**src/rtl/fmpadding_cfg_pkg.sv**
```systemverilog
// Shared constants, descriptor layout and validity check for the padding config sequencer.
package fmpadding_cfg_pkg;

  localparam int unsigned XFIELD_W = 8;
  localparam int unsigned YFIELD_W = 8;

  // Sequencer states
  localparam logic [1:0] ST_IDLE    = 2'd0;
  localparam logic [1:0] ST_PROGRAM = 2'd1;
  localparam logic [1:0] ST_RUN     = 2'd2;
  localparam logic [1:0] ST_DRAIN   = 2'd3;

  // Padding core register byte addresses
  localparam logic [4:0] ADDR_XON  = 5'd0;
  localparam logic [4:0] ADDR_XOFF = 5'd4;
  localparam logic [4:0] ADDR_XEND = 5'd8;
  localparam logic [4:0] ADDR_YON  = 5'd12;
  localparam logic [4:0] ADDR_YOFF = 5'd16;
  localparam logic [4:0] ADDR_YEND = 5'd20;

  // Descriptor payload, XON in the LSBs
  typedef struct packed {
    logic [YFIELD_W-1:0] yend;
    logic [YFIELD_W-1:0] yoff;
    logic [YFIELD_W-1:0] yon;
    logic [XFIELD_W-1:0] xend;
    logic [XFIELD_W-1:0] xoff;
    logic [XFIELD_W-1:0] xon;
  } desc_t;

  // One axis is legal when ON <= OFF <= END+1; 33 bits so END+1 cannot wrap
  function automatic logic axis_ok(input logic [32:0] on, input logic [32:0] off,
                                   input logic [32:0] last);
    return (on <= off) && (off <= last + 33'd1);
  endfunction

endpackage

```
**src/rtl/fmpadding_desc_fifo.sv**
```systemverilog
// Depth-2 first-word-fall-through descriptor FIFO.
module fmpadding_desc_fifo #(
  parameter int unsigned W = 48
) (
  input  logic         clk_i,
  input  logic         rst_i,
  input  logic         push_valid_i,
  output logic         push_ready_o,
  input  logic [W-1:0] push_data_i,
  input  logic         pop_i,
  output logic         head_valid_o,
  output logic [W-1:0] head_data_o
);

  logic [W-1:0] mem_q [2];
  logic         wptr_q;
  logic         rptr_q;
  logic [1:0]   cnt_q;
  logic         do_push;
  logic         do_pop;

  // A full FIFO still accepts when the head leaves in the same cycle
  assign do_pop       = pop_i && (cnt_q != 2'd0);
  assign do_push      = push_valid_i && ((cnt_q != 2'd2) || do_pop);
  assign push_ready_o = (cnt_q != 2'd2);
  assign head_valid_o = (cnt_q != 2'd0);
  assign head_data_o  = mem_q[rptr_q];

  // Storage, pointers and occupancy
  always_ff @(posedge clk_i) begin
    if (rst_i) begin
      mem_q  <= '{default: '0};
      wptr_q <= 1'b0;
      rptr_q <= 1'b0;
      cnt_q  <= 2'd0;
    end else begin
      if (do_push) begin
        mem_q[wptr_q] <= push_data_i;
        wptr_q        <= ~wptr_q;
      end
      if (do_pop) rptr_q <= ~rptr_q;
      case ({do_push, do_pop})
        2'b10:   cnt_q <= cnt_q + 2'd1;
        2'b01:   cnt_q <= cnt_q - 2'd1;
        default: cnt_q <= cnt_q;
      endcase
    end
  end

endmodule

```
**src/rtl/fmpadding_cfg_sequencer.sv**
```systemverilog
// Per-frame sequencer: programs padding geometry, admits one input frame, waits for it to drain.
module fmpadding_cfg_sequencer
  import fmpadding_cfg_pkg::*;
#(
  parameter int unsigned XCOUNTER_BITS = 8,
  parameter int unsigned YCOUNTER_BITS = 8,
  parameter int unsigned FCNT_BITS     = 16
) (
  input  logic                                       ap_clk,
  input  logic                                       ap_rst,
  input  logic                                       desc_valid,
  output logic                                       desc_ready,
  input  logic [3*XCOUNTER_BITS+3*YCOUNTER_BITS-1:0] desc_data,
  input  logic                                       up_tvalid,
  output logic                                       up_tready,
  output logic                                       pad_tvalid,
  input  logic                                       pad_tready,
  input  logic                                       out_tvalid,
  input  logic                                       out_tready,
  output logic                                       we,
  output logic [4:0]                                 wa,
  output logic [31:0]                                wd,
  output logic                                       busy,
  output logic                                       frame_done,
  output logic                                       desc_err,
  output logic [FCNT_BITS-1:0]                       frame_count
);

  localparam int unsigned XW = XCOUNTER_BITS;
  localparam int unsigned YW = YCOUNTER_BITS;
  localparam int unsigned DW = 3*XW + 3*YW;

  // Field i of the X (0=ON,1=OFF,2=END) or Y group of a descriptor vector
  function automatic logic [XW-1:0] fx(input logic [DW-1:0] v, input int unsigned i);
    return v[i*XW +: XW];
  endfunction
  function automatic logic [YW-1:0] fy(input logic [DW-1:0] v, input int unsigned i);
    return v[3*XW + i*YW +: YW];
  endfunction

  logic [DW-1:0]        head_data;
  logic                 head_valid;
  logic                 head_ok;
  logic                 pop;
  logic [DW-1:0]        desc_q, desc_d;
  logic [1:0]           state_q, state_d;
  logic [2:0]           idx_q, idx_d;
  logic [XW-1:0]        ix_q, ix_d, ox_q, ox_d;
  logic [YW-1:0]        iy_q, iy_d, oy_q, oy_d;
  logic                 out_done_q, out_done_d;
  logic [XW-1:0]        in_w;
  logic [YW-1:0]        in_h;
  logic                 nin_zero, gate_c, in_beat, in_last, out_beat, out_last;
  logic                 we_d, busy_d, frame_done_d, desc_err_d;
  logic [4:0]           wa_d;
  logic [31:0]          wd_d;
  logic [FCNT_BITS-1:0] fcnt_d;

  fmpadding_desc_fifo #(.W(DW)) u_fifo (
    .clk_i        (ap_clk),
    .rst_i        (ap_rst),
    .push_valid_i (desc_valid),
    .push_ready_o (desc_ready),
    .push_data_i  (desc_data),
    .pop_i        (pop),
    .head_valid_o (head_valid),
    .head_data_o  (head_data)
  );

  // Head validity and active-frame geometry
  assign head_ok  = axis_ok(33'(fx(head_data, 0)), 33'(fx(head_data, 1)), 33'(fx(head_data, 2)))
                 && axis_ok(33'(fy(head_data, 0)), 33'(fy(head_data, 1)), 33'(fy(head_data, 2)));
  assign in_w     = fx(desc_q, 1) - fx(desc_q, 0);
  assign in_h     = fy(desc_q, 1) - fy(desc_q, 0);
  assign nin_zero = (in_w == '0) || (in_h == '0);

  // Stream gate is combinational so it closes on the very beat that completes the frame
  assign gate_c     = (state_q == ST_RUN) && !nin_zero && !ap_rst;
  assign pad_tvalid = up_tvalid && gate_c;
  assign up_tready  = pad_tready && gate_c;
  assign in_beat    = pad_tvalid && pad_tready;
  assign in_last    = in_beat && (ix_q == in_w - XW'(1)) && (iy_q == in_h - YW'(1));
  assign out_beat   = out_tvalid && out_tready && ((state_q == ST_RUN) || (state_q == ST_DRAIN));
  assign out_last   = out_beat && (ox_q == fx(desc_q, 2)) && (oy_q == fy(desc_q, 2));

  // Next-state, beat counters and registered-output values
  always_comb begin
    state_d      = state_q;
    desc_d       = desc_q;
    idx_d        = idx_q;
    ix_d         = ix_q;
    iy_d         = iy_q;
    ox_d         = ox_q;
    oy_d         = oy_q;
    out_done_d   = out_done_q;
    pop          = 1'b0;
    desc_err_d   = 1'b0;
    frame_done_d = 1'b0;
    fcnt_d       = frame_count;

    if (in_beat) begin
      if (ix_q == in_w - XW'(1)) begin
        ix_d = '0;
        iy_d = iy_q + YW'(1);
      end else begin
        ix_d = ix_q + XW'(1);
      end
    end
    if (out_beat) begin
      if (ox_q == fx(desc_q, 2)) begin
        ox_d = '0;
        oy_d = oy_q + YW'(1);
      end else begin
        ox_d = ox_q + XW'(1);
      end
      if (out_last) out_done_d = 1'b1;
    end

    case (state_q)
      ST_IDLE: begin
        if (head_valid) begin
          pop = 1'b1;
          if (head_ok) begin
            state_d    = ST_PROGRAM;
            desc_d     = head_data;
            idx_d      = 3'd0;
            ix_d       = '0;
            iy_d       = '0;
            ox_d       = '0;
            oy_d       = '0;
            out_done_d = 1'b0;
          end else begin
            desc_err_d = 1'b1;
          end
        end
      end
      ST_PROGRAM: begin
        if (idx_q == 3'd5) state_d = ST_RUN;
        else               idx_d   = idx_q + 3'd1;
      end
      ST_RUN: begin
        if (nin_zero || in_last) state_d = ST_DRAIN;
      end
      default: begin
        if (out_done_q || out_last) begin
          state_d      = ST_IDLE;
          frame_done_d = 1'b1;
          fcnt_d       = frame_count + FCNT_BITS'(1);
        end
      end
    endcase

    we_d   = (state_d == ST_PROGRAM);
    busy_d = (state_d != ST_IDLE);
    wa_d   = 5'd0;
    wd_d   = 32'd0;
    if (we_d) begin
      case (idx_d)
        3'd0:    begin wa_d = ADDR_XON;  wd_d = 32'(fx(desc_d, 0)); end
        3'd1:    begin wa_d = ADDR_XOFF; wd_d = 32'(fx(desc_d, 1)); end
        3'd2:    begin wa_d = ADDR_XEND; wd_d = 32'(fx(desc_d, 2)); end
        3'd3:    begin wa_d = ADDR_YON;  wd_d = 32'(fy(desc_d, 0)); end
        3'd4:    begin wa_d = ADDR_YOFF; wd_d = 32'(fy(desc_d, 1)); end
        default: begin wa_d = ADDR_YEND; wd_d = 32'(fy(desc_d, 2)); end
      endcase
    end
  end

  // State and output registers; reset discards any frame in flight
  always_ff @(posedge ap_clk) begin
    if (ap_rst) begin
      state_q     <= ST_IDLE;
      desc_q      <= '0;
      idx_q       <= 3'd0;
      ix_q        <= '0;
      iy_q        <= '0;
      ox_q        <= '0;
      oy_q        <= '0;
      out_done_q  <= 1'b0;
      we          <= 1'b0;
      wa          <= 5'd0;
      wd          <= 32'd0;
      busy        <= 1'b0;
      frame_done  <= 1'b0;
      desc_err    <= 1'b0;
      frame_count <= '0;
    end else begin
      state_q     <= state_d;
      desc_q      <= desc_d;
      idx_q       <= idx_d;
      ix_q        <= ix_d;
      iy_q        <= iy_d;
      ox_q        <= ox_d;
      oy_q        <= oy_d;
      out_done_q  <= out_done_d;
      we          <= we_d;
      wa          <= wa_d;
      wd          <= wd_d;
      busy        <= busy_d;
      frame_done  <= frame_done_d;
      desc_err    <= desc_err_d;
      frame_count <= fcnt_d;
    end
  end

endmodule

```
**config.mk**
```make
export PLATFORM = sky130hd
export DESIGN_NAME = fmpadding_cfg_sequencer
export DESIGN_NICKNAME = d
export VERILOG_FILES = /design/src/rtl/fmpadding_cfg_pkg.sv /design/src/rtl/fmpadding_desc_fifo.sv /design/src/rtl/fmpadding_cfg_sequencer.sv
export SDC_FILE = /design/constraint.sdc
export NUM_CORES = 1
export LEC_CHECK = 0
export CELL_PAD_IN_SITES_DETAIL_PLACEMENT = 0
export CELL_PAD_IN_SITES_GLOBAL_PLACEMENT = 1
export CORE_UTILIZATION = 30
export CTS_CLUSTER_SIZE = 16
export DETAILED_ROUTE_END_ITERATION = 12
export GPL_ROUTABILITY_DRIVEN = 0
export PLACE_DENSITY = 0.57
export SETUP_SLACK_MARGIN = 0.4
export SYNTH_ARGS = -nofsm -noshare
export SYNTH_HDL_FRONTEND = slang
export SYNTH_HIERARCHICAL = 1
export SYNTH_SLANG_ARGS = --single-unit
```
**constraint.sdc**
```tcl
create_clock -name ap_clk -period 9.96 [get_ports ap_clk]
set_clock_uncertainty 0.15 [all_clocks]
set_input_delay 2.988 -clock ap_clk [delete_from_list [all_inputs] [get_ports ap_clk]]
set_output_delay 2.988 -clock ap_clk [all_outputs]
set_load 0.005 [all_outputs]
```
==> results of run 1 <==
-- metrics by stage --
stage	util, %	hold slack [ns]	setup WS (ns)
floorplan	-	0.294	3.17
global placement	33.4	0.308	2.35
detailed placement	33.4	0.308	2.31
CTS	35.4	0.317	2.31
global route	35.4	0.335	2.19
finish	35.4	0.318	2.32
-- critical path, cell delays in order --
cell	delay (ns)
buf_6	0.22
nor3_1	0.37
and3_2	0.26
and2_1	0.12
clkdlybuf4s50_1	0.49
-- kinds of logic after synthesis --
group	synth area share [%]
other cells	0.0300
xor+xnor	7.22
compound gates	12.9
flops	34.8
mux	11.4
simple gates	21.1
fa+ha+maj	6.23
buf+inv	6.40
-- layer usage --
layer,track usage [%],wire length (um),vias to the layer above
met1,22.5,16700,4609
met2,28.2,16600,115
li1,-,-,4973
met5,0,0,-
met3,1.94,905,42
met4,4.12,712,0
-- flip-flops by register name, indices dropped and copies added (netlist names) --
| register | count |
|---|---|
| iy_q | 8 |
| ix_q | 8 |
| frame_count | 16 |
| ox_q | 8 |
| u_fifo/rptr_q | 1 |
| busy | 1 |
| wd | 8 |
| u_fifo/cnt_q | 2 |
| u_fifo/mem_q | 96 |
| frame_done | 1 |
| idx_q | 3 |
| u_fifo/wptr_q | 1 |
| desc_err | 1 |
| out_done_q | 1 |
| oy_q | 8 |
| desc_q | 48 |
| state_q | 2 |
| we | 1 |
| wa | 3 |
-- report_power, final --
group          leakage, nW  internal, W  total (W)  switching (W)
combinational         3.41     0.000588    0.00145       0.000859
sequential            1.76     0.000944    0.00101      0.0000691
clock                0.393     0.000533   0.000916       0.000383
total                 5.57      0.00207    0.00338        0.00131
-- worst max path at each step --
stage          startpoint         end  slack [ns]  depth (start not counted)
3_3_place_gp       ap_rst   up_tready        2.35                          5
5_1_grt            ap_rst   up_tready        2.19                          5
6_report           ap_rst  pad_tvalid        2.32                          5
4_1_cts            ap_rst  pad_tvalid        2.31                          5
3_5_place_dp       ap_rst  pad_tvalid        2.31                          5
2_1_floorplan      ap_rst  pad_tvalid        3.17                          4
-- cell usage in the layout, fill, tap and decap left out, drive strengths merged, types with 59 or more instances in the layout --
master / n
a21oi: 65
nor2: 110
inv: 64
nand2b: 107
ha: 59
mux2i: 87
nand2: 86
clkdlybuf4s50: 87
o21ai: 122
dfxtp: 217
-- area by class of cell --
class / instances / area [um^2] / area share [%]
Sequential cell: 217 / 4350 / 30.0
Multi-Input combinational cell: 1074 / 7450 / 51.4
Clock buffer: 39 / 771 / 5.32
Inverter: 65 / 244 / 1.68
Clock inverter: 7 / 46.3 / 0.319
Tap cell: 532 / 666 / 4.59
Timing Repair Buffer: 99 / 965 / 6.66
==> reports/results.ini, run 1 <==
[sta]
worstMarginPinSlew_ns=1.04
finalHoldViolCount=0
fin_crit_ns=7.64
finalCritPeriodShare_pct=76.7
setup_tns_ns=0
relSlewSlack_pct=30.9
maxSlewViolCount=0
rsz0062_at_grt=no
max_freq_mhz=131
finalSetupViolCount=0

[finish]
final_cells=2033
fillCellCount=4266
drive_gt1_share_pct=9.26
antenna_cells=0
post-route-cell-area_um2=14500
nets=1600
area_delta_synth_final_pct=16.0

[logic_synthesis]
yosys-top-cells-area=dfxtp_1, mux2i_1, ha_1
async_flop_share_pct=0
synth_cell_types=86
synth_warnings=6
synth_most_common_cell=dfxtp_1
synth_ff_type=dfxtp_1
yosys.area.top_type=dfxtp_1
ys_ff_latch=217
synthTopCellsByCount=dfxtp_1, nor2_1, o21ai_0
yosys.area.top_type_share_pct=34.8
syn_area_um2=12500
synth-seq-area-share_pct=34.8
synthCells=1431
synth-edff-count=0
syn_avg_cell_area_um2=8.73

[floorplanning]
fp.dieW_um=206
core-area_um2=40900
io_pins=115
start_util_pct=30.5
die_area_um2=42500
placementRows=74
fp.dieH_um=206

[place]
dpl.hpwl_um=25300
place_inst=1987
port_buffers=88
placed_area_um2=13700

[hold_path]
worstHoldPathCells=2
min_path_type=reg -> reg
hold_start=desc_q[8]
hold_end=desc_q[8]

[critical_path]
arrival_ns=4.50
crit_type=in -> out
crit_path_end_kind=output port
required_ns=6.82
crit_fanout=72
r2r-end=wd[1]
cp-start-kind=input port
rrSetupSlack_ns=4.56
reg2regPathDepth=14
r2r-start=u_fifo/rptr_q

[global_routing]
grt_usage_pct=16.7
grt_first_pass_wirelength_um=55400
grt.overflow.total=0
grt_antenna_before_repair=0
grt_max_degree=104
grt_pass1_vias=9614

[clock_network]
cts_buffer_depth=3
cts_sinks=217
numCtsBuffers=27
post_cts_resized=0
cts_tree=yes
post_cts_buffers=0
cts_hold_buf=0
clockRootBuffer=clkbuf_16
clkTransAtPathRegs_ns=0.06
htree_num_levels=1
clk_latency_ns=0.54

[pwr]
vdd_drop_max_uv=118
power_w=0.00338
power_density_nw_per_um2=233
cellLeakagePower_nw=5.57

[detailed_routing]
drtIter0Drc=523
route.detailed.drc=0
vias=9739
vias_per_cell=4.79
wirelength_um=35000
drt_pass1_iterations=4
ant_nets=0
wire_per_inst_um=17.2

[run]
cap_violations=0

[status]
outcome=finished clean

Power figures use the tool's default switching activity.
==> run 2, diff against run 1 <==
Settings changed: PLACE_DENSITY 0.57 to 0.59.
Clock period 9.96 ns to 6.8 ns, I/O delays scaled along.
==> run 2 against run 1 <==
Flip-flop and latch count did not move; clock power up 66%; global-route usage is essentially flat; final cell count up 0.69%; final area rose by 1.5%; count of clock-buffer cells in the layout up 2; hold slack got worse by 0.0011 ns; die area stayed put; critical path type is now reg -> out; critical endpoint unchanged; sequential power is 46% higher; largest cell class unchanged; non-clock buffer count up 8; utilization up 0.52 points; first-iteration DRC count increased by 20%.
==> reports/results.ini, run 2 (same netlist as run 1, synthesis figures left out) <==
[detailed_routing]
drtIter0Drc=629
route.detailed.drc=0
vias=9823
wire_per_inst_um=17.2
vias_per_cell=4.80
ant_nets=0
drt_pass1_iterations=5
wirelength_um=35100

[sta]
relSlewSlack_pct=32.4
fin_crit_ns=5.84
rsz0062_at_grt=no
finalHoldViolCount=0
maxSlewViolCount=0
setup_tns_ns=0
max_freq_mhz=171
worstMarginPinSlew_ns=1.01
setup_ws_ns=0.965
finalCritPeriodShare_pct=85.8
finalSetupViolCount=0

[clock_network]
numCtsBuffers=28
clkTransAtPathRegs_ns=0.07
cts_sinks=217
cts_hold_buf=0
cts_buffer_depth=3
clk_latency_ns=0.55
htree_num_levels=1
cts_tree=yes
clockRootBuffer=clkbuf_16
post_cts_resized=0
post_cts_buffers=0

[pwr]
vdd_drop_max_uv=160
cellLeakagePower_nw=5.68
power_density_nw_per_um2=350

[finish]
fillCellCount=4251
regMostFlops=u_fifo/mem_q
antenna_cells=0
top_regs=u_fifo/mem_q: 96 flops, desc_q: 48 flops, frame_count: 16 flops
final_common_cell=dfxtp_1
final_cell_mix=dfxtp_1, nor2_1, o21ai_0
area_delta_synth_final_pct=17.7
nets=1609
largest_reg_flops=96
drive_gt1_share_pct=10.4

[hold_path]
hold_end=desc_q[8]
min_path_type=reg -> reg
hold_start=desc_q[8]
worstHoldPathCells=2

[critical_path]
crit_path_end_kind=output port
r2r-end=wd[5]
arrival_ns=3.65
cp-start-kind=flip-flop
reg2regPathDepth=14
crit_fanout=4
r2r-start=u_fifo/rptr_q
required_ns=4.61
crit_type=reg -> out
rrSetupSlack_ns=1.87

[global_routing]
grt_max_degree=98
grtUsageMet1_pct=22.5
grt_pass1_vias=9831
grt_usage_pct=16.7
busiest_layer=met2
grt_use_met2_pct=28.0
grt.overflow.total=0
grt_first_pass_wirelength_um=55400
grt_antenna_before_repair=0
use_met3_pct=1.96

[floorplanning]
start_util_pct=30.5
fp.dieW_um=206
io_pins=115
core-area_um2=40900
die_area_um2=42500
placementRows=74
fp.dieH_um=206

[place]
pre_cts_ws_ns=1.33
dpl.hpwl_um=25500
port_buffers=88

[status]
outcome=finished clean

[run]
cap_violations=0

-- run 2: cell count changes in the layout (fill, tap and decap cells not counted) --
cell	before	now
buf_4	11	19
clkbuf_1	7	2
clkbuf_8	5	10
clkbuf_16	27	29
bufinv_16	0	1
clkinv_2	3	4
clkinv_4	1	2
clkinvlp_4	3	4
-- run 2: how the worst max path moves through the flow --
stage / start / endpoint / slack, ns / cells past startpoint
4_1_cts: desc_q[32] / pad_tvalid / 0.93 / 11
2_1_floorplan: ap_rst / pad_tvalid / 1.91 / 4
3_5_place_dp: ap_rst / pad_tvalid / 1.33 / 6
6_report: desc_q[32] / pad_tvalid / 0.96 / 11
5_1_grt: desc_q[24] / up_tready / 0.75 / 10
3_3_place_gp: ap_rst / up_tready / 1.36 / 6
-- run 2: area by class of cell --
type / instances / area (um^2) / area share [%]
Sequential cell: 217 / 4350 / 29.6
Clock buffer: 41 / 871 / 5.92
Timing Repair Buffer: 107 / 1020 / 6.97
Clock inverter: 11 / 97.6 / 0.664
Inverter: 65 / 244 / 1.66
Tap cell: 532 / 666 / 4.53
Multi-Input combinational cell: 1074 / 7450 / 50.7
-- run 2: layer usage --
metal | share of wire [%] | vias to the layer above
met5 | 0 | -
met1 | 48 | 4676
li1 | - | 4994
met4 | 2.2 | 0
met3 | 2.5 | 38
met2 | 47 | 115
-- run 2: where the power goes --
group	internal (W)	total, W	switching (W)
clock network	0.000924	0.00152	0.000600
logic	0.000880	0.00215	0.00127
registers	0.00138	0.00147	0.0000856
-- run 2: per-stage QoR --
stage / cells / hold slack, ns / instance area (um^2) / utilization [%] / power, W
after floorplan: 1456 / 0.294 / 12600 / - / 0.00310
after global placement: 1995 / 0.307 / 13700 / 33.6 / 0.00365
after detailed placement: 1995 / 0.313 / 13700 / 33.6 / 0.00365
after CTS: 2047 / 0.321 / 14700 / 35.9 / 0.00520
after global routing: 2047 / 0.346 / 14700 / 35.9 / 0.00545
final: 2047 / 0.317 / 14700 / 35.9 / 0.00514
-- run 2: critical path, stage by stage, from the launching register on --
cell             delay [ns]
dfxtp_1                0.31
inv_1                  0.05
ha_1                   0.17
inv_1                  0.06
fa_1                   0.40
xnor2_1                0.29
nand2_1                0.14
nor3_1                 0.29
or4b_4                 0.55
and3_2                 0.24
and2_1                 0.15
clkdlybuf4s50_1        0.44
==> run 3, diff against run 2 <==
Settings changed: CAP_MARGIN set to 20.
==> results of run 3 <==
Final layout, timing and power as in run 2 (identical DEF).
